**src/rtl/rgb_led_scheduler_pkg.sv**
```systemverilog
// Shared types and widths for the RGB LED slot scheduler.
// Holds the FSM state encoding and the field widths used by the top and the arbiter.
package rgb_led_scheduler_pkg;

  localparam int COLOR_W = 3;
  localparam int TICK_W  = 16;
  localparam int PWM_W   = 8;
  localparam int PTR_W   = 2;

  typedef enum logic [1:0] {
    ST_IDLE = 2'd0,
    ST_HOLD = 2'd1,
    ST_GAP  = 2'd2
  } state_e;

  // Converts a one-hot grant (up to four requesters) into its index.
  function automatic logic [PTR_W-1:0] onehot_to_idx(input logic [3:0] oh);
    logic [PTR_W-1:0] idx;
    idx = '0;
    for (int i = 0; i < 4; i++) begin
      if (oh[i]) idx = PTR_W'(i);
    end
    return idx;
  endfunction

endpackage

```
**src/rtl/rgb_led_scheduler_rr_arbiter.sv**
```systemverilog
// Round-robin arbiter: picks the first requester after the last granted index,
// wrapping to index 0; purely combinational, one-hot grant out.
module rr_arbiter
  import rgb_led_scheduler_pkg::*;
#(
  parameter int N_REQ = 3
) (
  input  logic [N_REQ-1:0] req_i,
  input  logic [PTR_W-1:0] last_ptr_i,
  output logic [N_REQ-1:0] gnt_o
);

  logic found;

  // First pass covers indices above the pointer, second pass wraps from index 0.
  always_comb begin
    gnt_o = '0;
    found = 1'b0;
    for (int i = 0; i < N_REQ; i++) begin
      if (!found && req_i[i] && (i > int'(last_ptr_i))) begin
        gnt_o[i] = 1'b1;
        found    = 1'b1;
      end
    end
    for (int i = 0; i < N_REQ; i++) begin
      if (!found && req_i[i]) begin
        gnt_o[i] = 1'b1;
        found    = 1'b1;
      end
    end
  end

endmodule

```
**src/rtl/rgb_led_scheduler.sv**
```systemverilog
// Time-slices one RGB LED between N_REQ requesters: round-robin grant, a hold of
// N ticks with PWM-dimmed colour, then a one-tick dark gap before the next grant.
module rgb_led_scheduler
  import rgb_led_scheduler_pkg::*;
#(
  parameter int CLK_HZ  = 12000000,
  parameter int TICK_HZ = 1000,
  parameter int N_REQ   = 3
) (
  input  logic                     clock_12mhz,
  input  logic                     reset_n,
  input  logic [N_REQ-1:0]         req,
  input  logic [COLOR_W*N_REQ-1:0] req_color,
  input  logic [TICK_W*N_REQ-1:0]  req_ticks,
  input  logic [PWM_W-1:0]         brightness,
  output logic [N_REQ-1:0]         gnt,
  output logic [N_REQ-1:0]         done,
  output logic                     busy,
  output logic                     led_red,
  output logic                     led_green,
  output logic                     led_blue
);

  localparam int DIV     = CLK_HZ / TICK_HZ;
  localparam int PRESC_W = (DIV > 1) ? $clog2(DIV) : 1;
  localparam logic [PRESC_W-1:0] PRESC_LAST = PRESC_W'(DIV - 1);

  logic [1:0]         rst_sync_q;
  logic               rst_n_int;

  state_e             state_q, state_d;
  logic [PRESC_W-1:0] presc_q, presc_d;
  logic [TICK_W-1:0]  tick_cnt_q, tick_cnt_d;
  logic [TICK_W-1:0]  ticks_q, ticks_d;
  logic [COLOR_W-1:0] color_q, color_d;
  logic [N_REQ-1:0]   gnt_q, gnt_d;
  logic [N_REQ-1:0]   done_q, done_d;
  logic [PTR_W-1:0]   last_ptr_q, last_ptr_d;
  logic [PWM_W-1:0]   pwm_cnt_q;
  logic [COLOR_W-1:0] led_q, led_d;

  logic [N_REQ-1:0]   arb_gnt;
  logic [COLOR_W-1:0] sel_color;
  logic [TICK_W-1:0]  sel_ticks;
  logic               presc_wrap;
  logic               slot_end;
  logic               pwm_on;

  // Assertion is immediate through the flop clears; release waits two edges.
  always_ff @(posedge clock_12mhz or negedge reset_n) begin
    if (!reset_n) rst_sync_q <= 2'b00;
    else          rst_sync_q <= {rst_sync_q[0], 1'b1};
  end

  assign rst_n_int = rst_sync_q[1];

  rr_arbiter #(
    .N_REQ(N_REQ)
  ) u_rr_arbiter (
    .req_i      (req),
    .last_ptr_i (last_ptr_q),
    .gnt_o      (arb_gnt)
  );

  always_comb begin
    sel_color = '0;
    sel_ticks = '0;
    for (int i = 0; i < N_REQ; i++) begin
      if (arb_gnt[i]) begin
        sel_color = req_color[i*COLOR_W +: COLOR_W];
        sel_ticks = req_ticks[i*TICK_W +: TICK_W];
      end
    end
  end

  assign presc_wrap = (presc_q == PRESC_LAST);

  always_comb begin
    state_d    = state_q;
    presc_d    = presc_q;
    tick_cnt_d = tick_cnt_q;
    ticks_d    = ticks_q;
    color_d    = color_q;
    gnt_d      = gnt_q;
    done_d     = '0;
    last_ptr_d = last_ptr_q;
    slot_end   = 1'b0;

    case (state_q)
      ST_IDLE: begin
        if (|req) begin
          state_d    = ST_HOLD;
          gnt_d      = arb_gnt;
          color_d    = sel_color;
          ticks_d    = (sel_ticks == '0) ? TICK_W'(1) : sel_ticks;
          last_ptr_d = onehot_to_idx(4'(arb_gnt));
          presc_d    = '0;
          tick_cnt_d = '0;
        end
      end

      ST_HOLD: begin
        // A dropped request ends the slot at once, regardless of the tick count.
        if ((req & gnt_q) == '0) begin
          slot_end = 1'b1;
        end else if (presc_wrap) begin
          if (tick_cnt_q == ticks_q - TICK_W'(1)) slot_end = 1'b1;
          else                                    tick_cnt_d = tick_cnt_q + TICK_W'(1);
        end
        presc_d = presc_wrap ? '0 : presc_q + PRESC_W'(1);
        if (slot_end) begin
          state_d    = ST_GAP;
          done_d     = gnt_q;
          gnt_d      = '0;
          presc_d    = '0;
          tick_cnt_d = '0;
        end
      end

      ST_GAP: begin
        if (presc_wrap) begin
          state_d = ST_IDLE;
          presc_d = '0;
        end else begin
          presc_d = presc_q + PRESC_W'(1);
        end
      end

      default: begin
        state_d = ST_IDLE;
        gnt_d   = '0;
      end
    endcase
  end

  // Full brightness bypasses the compare so 255 means always on, not 255/256.
  assign pwm_on = (brightness == '1) || (pwm_cnt_q < brightness);
  assign led_d  = ((state_q == ST_HOLD) && pwm_on) ? color_q : '0;

  always_ff @(posedge clock_12mhz or negedge rst_n_int) begin
    if (!rst_n_int) begin
      state_q    <= ST_IDLE;
      presc_q    <= '0;
      tick_cnt_q <= '0;
      ticks_q    <= '0;
      color_q    <= '0;
      gnt_q      <= '0;
      done_q     <= '0;
      last_ptr_q <= PTR_W'(N_REQ - 1);
      pwm_cnt_q  <= '0;
      led_q      <= '0;
    end else begin
      state_q    <= state_d;
      presc_q    <= presc_d;
      tick_cnt_q <= tick_cnt_d;
      ticks_q    <= ticks_d;
      color_q    <= color_d;
      gnt_q      <= gnt_d;
      done_q     <= done_d;
      last_ptr_q <= last_ptr_d;
      pwm_cnt_q  <= pwm_cnt_q + PWM_W'(1);
      led_q      <= led_d;
    end
  end

  assign gnt       = gnt_q;
  assign done      = done_q;
  assign busy      = (state_q != ST_IDLE);
  assign led_red   = led_q[0];
  assign led_green = led_q[1];
  assign led_blue  = led_q[2];

endmodule

```
**config.mk**
```make
export PLATFORM = sky130hd
export DESIGN_NAME = rgb_led_scheduler
export DESIGN_NICKNAME = d
export VERILOG_FILES = /design/src/rtl/rgb_led_scheduler_pkg.sv /design/src/rtl/rgb_led_scheduler_rr_arbiter.sv /design/src/rtl/rgb_led_scheduler.sv
export SDC_FILE = /design/constraint.sdc
export NUM_CORES = 1
export LEC_CHECK = 0
export BUFFER_PORTS_ARGS = -buffer_cell sky130_fd_sc_hd__buf_4
export CAP_MARGIN = 30
export CORE_UTILIZATION = 35
export CTS_CLUSTER_SIZE = 20
export DETAILED_ROUTE_END_ITERATION = 7
export GPL_TIMING_DRIVEN = 0
export PLACE_DENSITY = 0.62
export SYNTH_ARGS = -nofsm -noshare
export SYNTH_HDL_FRONTEND = slang
export SYNTH_SLANG_ARGS = --single-unit
```
**constraint.sdc**
```tcl
create_clock -name clock_12mhz -period 2.44 [get_ports clock_12mhz]
set_input_delay 0.366 -clock clock_12mhz [delete_from_list [all_inputs] [get_ports clock_12mhz]]
set_output_delay 0.366 -clock clock_12mhz [all_outputs]
set_load 0.03 [all_outputs]
```
* After elaboration in Yosys (flattened, before gate mapping)
Index checks and enable logic that the tools add are counted.
** Storage, ports and cells
- Bits in registers :: 72
- Input port bits :: 70
- Output and inout port bits :: 10
- Logic and storage cells :: 96
** Operators by class
- $add $sub $neg :: 4
- Order comparisons :: 3
- Eq/ne operators :: 11
- Muxes and demuxes :: 41
- Bitwise operators :: 2
- Reduce and logical (&&, ||, !) cells :: 24
** Operator list (number)
- $mux W16 :: 9
- $mux W14 :: 3
- $pmux W14 S3 :: 1
- $pmux W16 S2 :: 1
- $mux W3 :: 8
- $add A16 B1 Y16 const B :: 1
- $eq A16 B16 Y1 :: 1
- $logic_not A16 Y1 :: 1
- $sub A16 B1 Y16 const B :: 1
- $add A14 B1 Y14 const B :: 1
- $eq A14 B14 Y1 const B :: 1
- $mux W1 :: 13
- $ne A3 B2 Y1 const B :: 3
- $pmux W3 S3 :: 1
- $add A8 B1 Y8 const B :: 1
- $eq A8 B8 Y1 const B :: 1
- $lt A8 B8 Y1 :: 1
- $mux W2 :: 4
- $logic_and A1 B1 Y1 :: 7
- $pmux W2 S3 :: 1
- $reduce_and A3 Y1 :: 2
- $reduce_and A5 Y1 :: 1
- $logic_not A1 Y1 :: 4
- $ne A2 B2 Y1 const B :: 2
- 14 further kinds :: 16

* Longest topological paths before layout
- Depth after elaboration :: 19
- Mapped depth :: 11
- Mapped depth without buffers :: 10

* Cells and area by module
From an unflattened synthesis, not the netlist that was laid out.
** Second synthesis, totals
- Cell total of the unflattened synthesis :: 508
- Area, all modules :: 4489.3 um^2
** Modules (own cells, without submodules)
- rgb_led_scheduler :: times used 1, cells each 498, area an instance 4430.5 um^2, sequential area each 1803.0 um^2
- rr_arbiter :: times used 1, cells each 10, area an instance 58.8 um^2, sequential area each 0.0 um^2

* Least setup slack after synthesis
OpenSTA, ideal clock, no wires.
- Path type :: flip-flop to flip-flop
- Start point :: register ticks_q[0]
- End point :: register state_q[1]
- Setup time :: 0.125 ns
- Data arrival time :: 2.372 ns
- Required time :: 2.315 ns
- Setup slack :: -0.057 ns
- Stages on the path, launching flop included :: 11
- Buffers on the path :: 0
- Period minus slack after synthesis :: 2.497 ns
- Cell sequence :: dfrtp_1 > inv_1 > ha_1 > nor4b_4 > nand2_2 > a2111o_1 > a31oi_2 > nand4b_2 > o21ai_4 > nand3_4 > mux2_4
** Between the ends
- Longest elaborated chain between the ends :: 8
** Ends and longest elaborated chain
- from (decl) :: line rgb_led_scheduler.sv:34 : logic [TICK_W-1:0] ticks_q, ticks_d;
- from (signal assigned) :: line rgb_led_scheduler.sv:156 : ticks_q <= ticks_d;
- $sub A16 B1 Y16 :: line rgb_led_scheduler.sv:107 : if (tick_cnt_q == ticks_q - TICK_W'(1)) slot_end = 1'b1;
- $eq A16 B16 Y1 :: line rgb_led_scheduler.sv:107
- $mux W1 :: line rgb_led_scheduler.sv:107
- $mux W1 :: line rgb_led_scheduler.sv:106 : end else if (presc_wrap) begin
- $mux W1 :: line rgb_led_scheduler.sv:104 : if ((req & gnt_q) == '0) begin
- $mux W1 :: line rgb_led_scheduler.sv:89 : case (state_q)
- $ne A2 B1 Y1 (no source line)
- $reduce_and A3 Y1 (no source line)
- to (signal assigned) :: line rgb_led_scheduler.sv:153 : state_q <= state_d;
- to (decl) :: line rgb_led_scheduler.sv:31 : state_e state_q, state_d;
Every way passes these cells. The select of a mux whose other input is x is not followed.
A chain may end at the register's enable or synchronous reset.

* Worst setup path in the final report
- Start point :: register ticks_q[3]
- End point :: register state_q[1]
The elaborated chain is that of the path after synthesis.

==> key figures <==
Global routing
  • First-pass GRT wire length: 18780 um
  • Vias in the first global route: 3969
  • Initial antenna violation count: 0
  • Largest net degree at the start of global routing: 71
  • Grt total ovfl: 0
  • GRT Overall Usage: 18.64%

Critical path
  • Worst setup endpoint: state_q[1]$_DFFE_PN0P_
  • Internal reg-to-reg setup slack: -0.19 ns
  • Worst reg2reg path depth: 8
  • CP Data Required Time: 2.65 ns
  • Worst setup startpoint: ticks_q[3]$_DFFE_PN0P_
  • Critical path class: flip-flop to flip-flop
  • Worst-path fanout max: 8
  • Worst setup EP type: flip-flop
  • RR Startpoint: ticks_q[3]$_DFFE_PN0P_
  • Worst R2R End: state_q[1]$_DFFE_PN0P_
  • WP data arrival: 2.84 ns
  • Startpoint class of the critical path: flip-flop

Die
  • Chip height: 112.7 um
  • Ports: 80
  • Die Width: 112.7 um
  • CORE AREA: 0.01196 mm^2
  • Starting Density: a little over a third
  • Placement Rows: 40
  • Die Area: 0.01270 mm^2

Synthesis
  • Top cell type's share of synthesized area: 41.44%
  • Synthesis Warnings: 0
  • Largest area contributor in the netlist: dfrtp_1
  • #FFs+latches synth: 72
  • Ys async rst share: 100.0%
  • Syn Area/Cell: 9.465 um^2
  • Yosys cell types: 71
  • EDFF count, synth: 0
  • Synth Cell Area: 0.004288 mm^2
  • Mapped Cells: 453
  • Synth Flop Type: dfrtp_1
  • Net Count, Synth: 538
  • Top cells by area, synth: dfrtp_1 41%, o21ai_0 4.6%, nand2_1 4.6%
  • Post-synthesis sequential area ratio: 42.05%

STA
  • Hold Vio Cnt, Final: 0
  • Slew HR: ~40%
  • Final WS setup: -0.1896 ns
  • Final setup viols: 23
  • Slew Limit Fails: 0
  • RSZ-0062 raised after global routing: true
  • F_max: 0.3803 GHz
  • Part of the cycle the worst path needs: 107.8%
  • Post-layout min period: 2.630 ns
  • Worst Max-Slew Pin Slew: 0.9003 ns
  • Total Neg Setup Slack: -3.038 ns
  • Post-Route Skew: 0.007949 ns

Outcome
  • Failing checks: negative setup slack
  • Outcome: complete, but fails checks

CTS
  • CTS buffer count: 9
  • Clk sink count: around 70
  • H-tree depth: 3
  • Clock latency at the later pin of the worst-skew pair: 0.33 ns
  • CTS root buf: clkbuf_16
  • Worst-path clk slew: 0.05 ns
  • Clk buf depth: 2
  • CTS tree: done

Worst hold path
  • Hold Crit Class: primary input to flip-flop
  • Min-delay src: req_color[8]

Flow run
  • Maxcap violations: 0

Layout
  • Ratio of cells with drive above 1 in the final layout: 31.08%
  • Area grow syn2layout: 35.72%
  • Final Util: 48.65%
  • Final net count: ~660
  • Cell Count, Final, Fillers Out: 723
  • Antenna Diode Count: 0

Power
  • LEAKAGE: 2.668 nW
  • VDD IR max: 0.0004649 V
  • Pwr dens: between 1000 and 1500 mW/mm^2
  • Pwr Total: 5.861 mW

Detailed routing
  • DRT Pass-1 Iters: 6
  • Detail Route Antenna Nets: 0
  • Post-Route WL: between 10000 and 15000 um
  • # DRC: 0
  • Number of DRC markers in iteration 0: 202
  • Total number of vias: 3933
  • WL per Instance: 16.10 um
  • DR vias/cell: 5.440

Place
  • Placed cell count: 679
  • Gpl congestion: roughly 0.8
  • Dpl hpwl: 8219 um
  • I/O Buffers: between 70 and 80
==> cells in the final DEF, fill, tap and decap left out, drive strengths merged, types with 2 or more instances in the layout <==
cell    instances
buf           111
dfrtp          71
nor2b           3
nand2b          7
o31ai           3
nor4b           2
a31oi           2
mux2            2
o41ai           2
nor3b           4
o21a            3
a211oi          3
ha             15
and2            3
xor2           21
clkbuf         22
o221a           2
inv            20
bufinv          2
nand3b          3
a221o           3
a32o            2
nand4           9
nor2           32
a22o            3
nor3            9
nor4            5
nand3          27
nand4b          2
a21boi          3
and3           12
a222oi         15
mux2i           4
o21ai          41
xnor2          21
nand2          54
a21o            3
a21oi           9
==> worst max-delay path, stage by stage, from the launching register on <==
cell,delay [ns]
dfrtp_1,0.50
nor2_2,0.36
nand2_2,0.11
a2111o_1,0.46
a31oi_4,0.23
nand4b_4,0.15
o21ai_4,0.28
nand3_4,0.11
mux2_4,0.31
==> sequential cells by signal, summed over array words and instances (netlist names) <==
signal,cells
ticks_q,16
state_q,2
gnt,3
presc_q,14
color_q,3
rst_sync_q,2
done,3
led_q,3
tick_cnt_q,16
last_ptr_q,2
pwm_cnt_q,8
==> worst min-delay path by stage <==
stage,to,slack (ns),depth (start not counted)
after floorplan,rst_sync_q[0]$_DFF_PN0_,0.07,0
after global placement,rst_sync_q[0]$_DFF_PN0_,0.15,1
after detailed placement,rst_sync_q[0]$_DFF_PN0_,0.15,1
after CTS,color_q[2]$_DFFE_PN0P_,0.27,2
after global routing,color_q[2]$_DFFE_PN0P_,0.28,2
final,color_q[2]$_DFFE_PN0P_,0.28,2
==> metrics by stage <==
stage | instance area [um^2] | setup slack (ns) | hold WS, ns
2_1_floorplan | 4290 | 0.01623 | 0.07041
3_5_place_dp | 5071 | -0.3341 | 0.1498
6_report | 5819 | -0.1896 | 0.2776
4_1_cts | 5670 | -0.1586 | 0.2684
5_1_grt | 5819 | -0.3405 | 0.2842
3_3_place_gp | 5067 | -0.4906 | 0.1492
==> synth_stat cells, drive strengths merged (11+ instances only) <==
cell type / instances
a222oi: 15
and3: 12
clkbuf: 11
dfrtp: 71
ha: 15
inv: 20
nand2: 54
nand3: 27
nor2: 32
o21ai: 41
xnor2: 21
xor2: 21
==> timing repair <==
item                                    4_1_cts  5_1_grt
gates resized for setup                      28       30
pin swaps                                    23       17
hold endpoints to repair                      2        0
setup buffers                                18        9
gates cloned                                  1        0
hold buffers                                  1        0
endpoints found under the setup margin       32       38
==> layout make-up <==
| cell class | instances | area [um^2] |
|---|---|---|
| fillers | 1104 | 6142 |
| multi-input cells | 348 | 2527 |
| flip-flops and latches | 72 | 1808 |
| repair buffers | 108 | 820.8 |
| clock buffers | 14 | 274.0 |
| well taps | 147 | 183.9 |
| inverters | 20 | 75.07 |
| plain buffers | 12 | 70.07 |
| clock inverters | 2 | 60.06 |
==> cells by family (layout without fill, tap and decap cells) <==
group	Yosys count	count (layout)	share of synthesized area (%)
adders and majority gates	15	15	4.377
AOI/OAI and AO/OA	106	106	17.80
DFF	72	72	42.05
buffers and inverters	33	156	3.064
other	1	1	0.08746
and+or+nand+nor	178	178	22.50
xor gates and xnor gates	42	42	8.579
muxes	6	6	1.546
==> routing by layer <==
| metal | wire length [um] | global-route usage (%) | vias to the layer above |
|---|---|---|---|
| met4 | 123 | 5.067 | 0 |
| met3 | 428 | 4.104 | 10 |
| met1 | 5162 | 22.86 | 1946 |
| met5 | 0 | 0 | - |
| li1 | - | - | 1894 |
| met2 | 5923 | 32.88 | 83 |
==> report_power, final <==
| part | internal [mW] | switching, mW |
|---|---|---|
| Combinational | 1.21 | 1.44 |
| Sequential | 1.43 | 0.325 |
| Clock | 0.980 | 0.478 |
| Total | 3.61 | 2.25 |
Note: power is estimated with default switching activity, not from simulation.
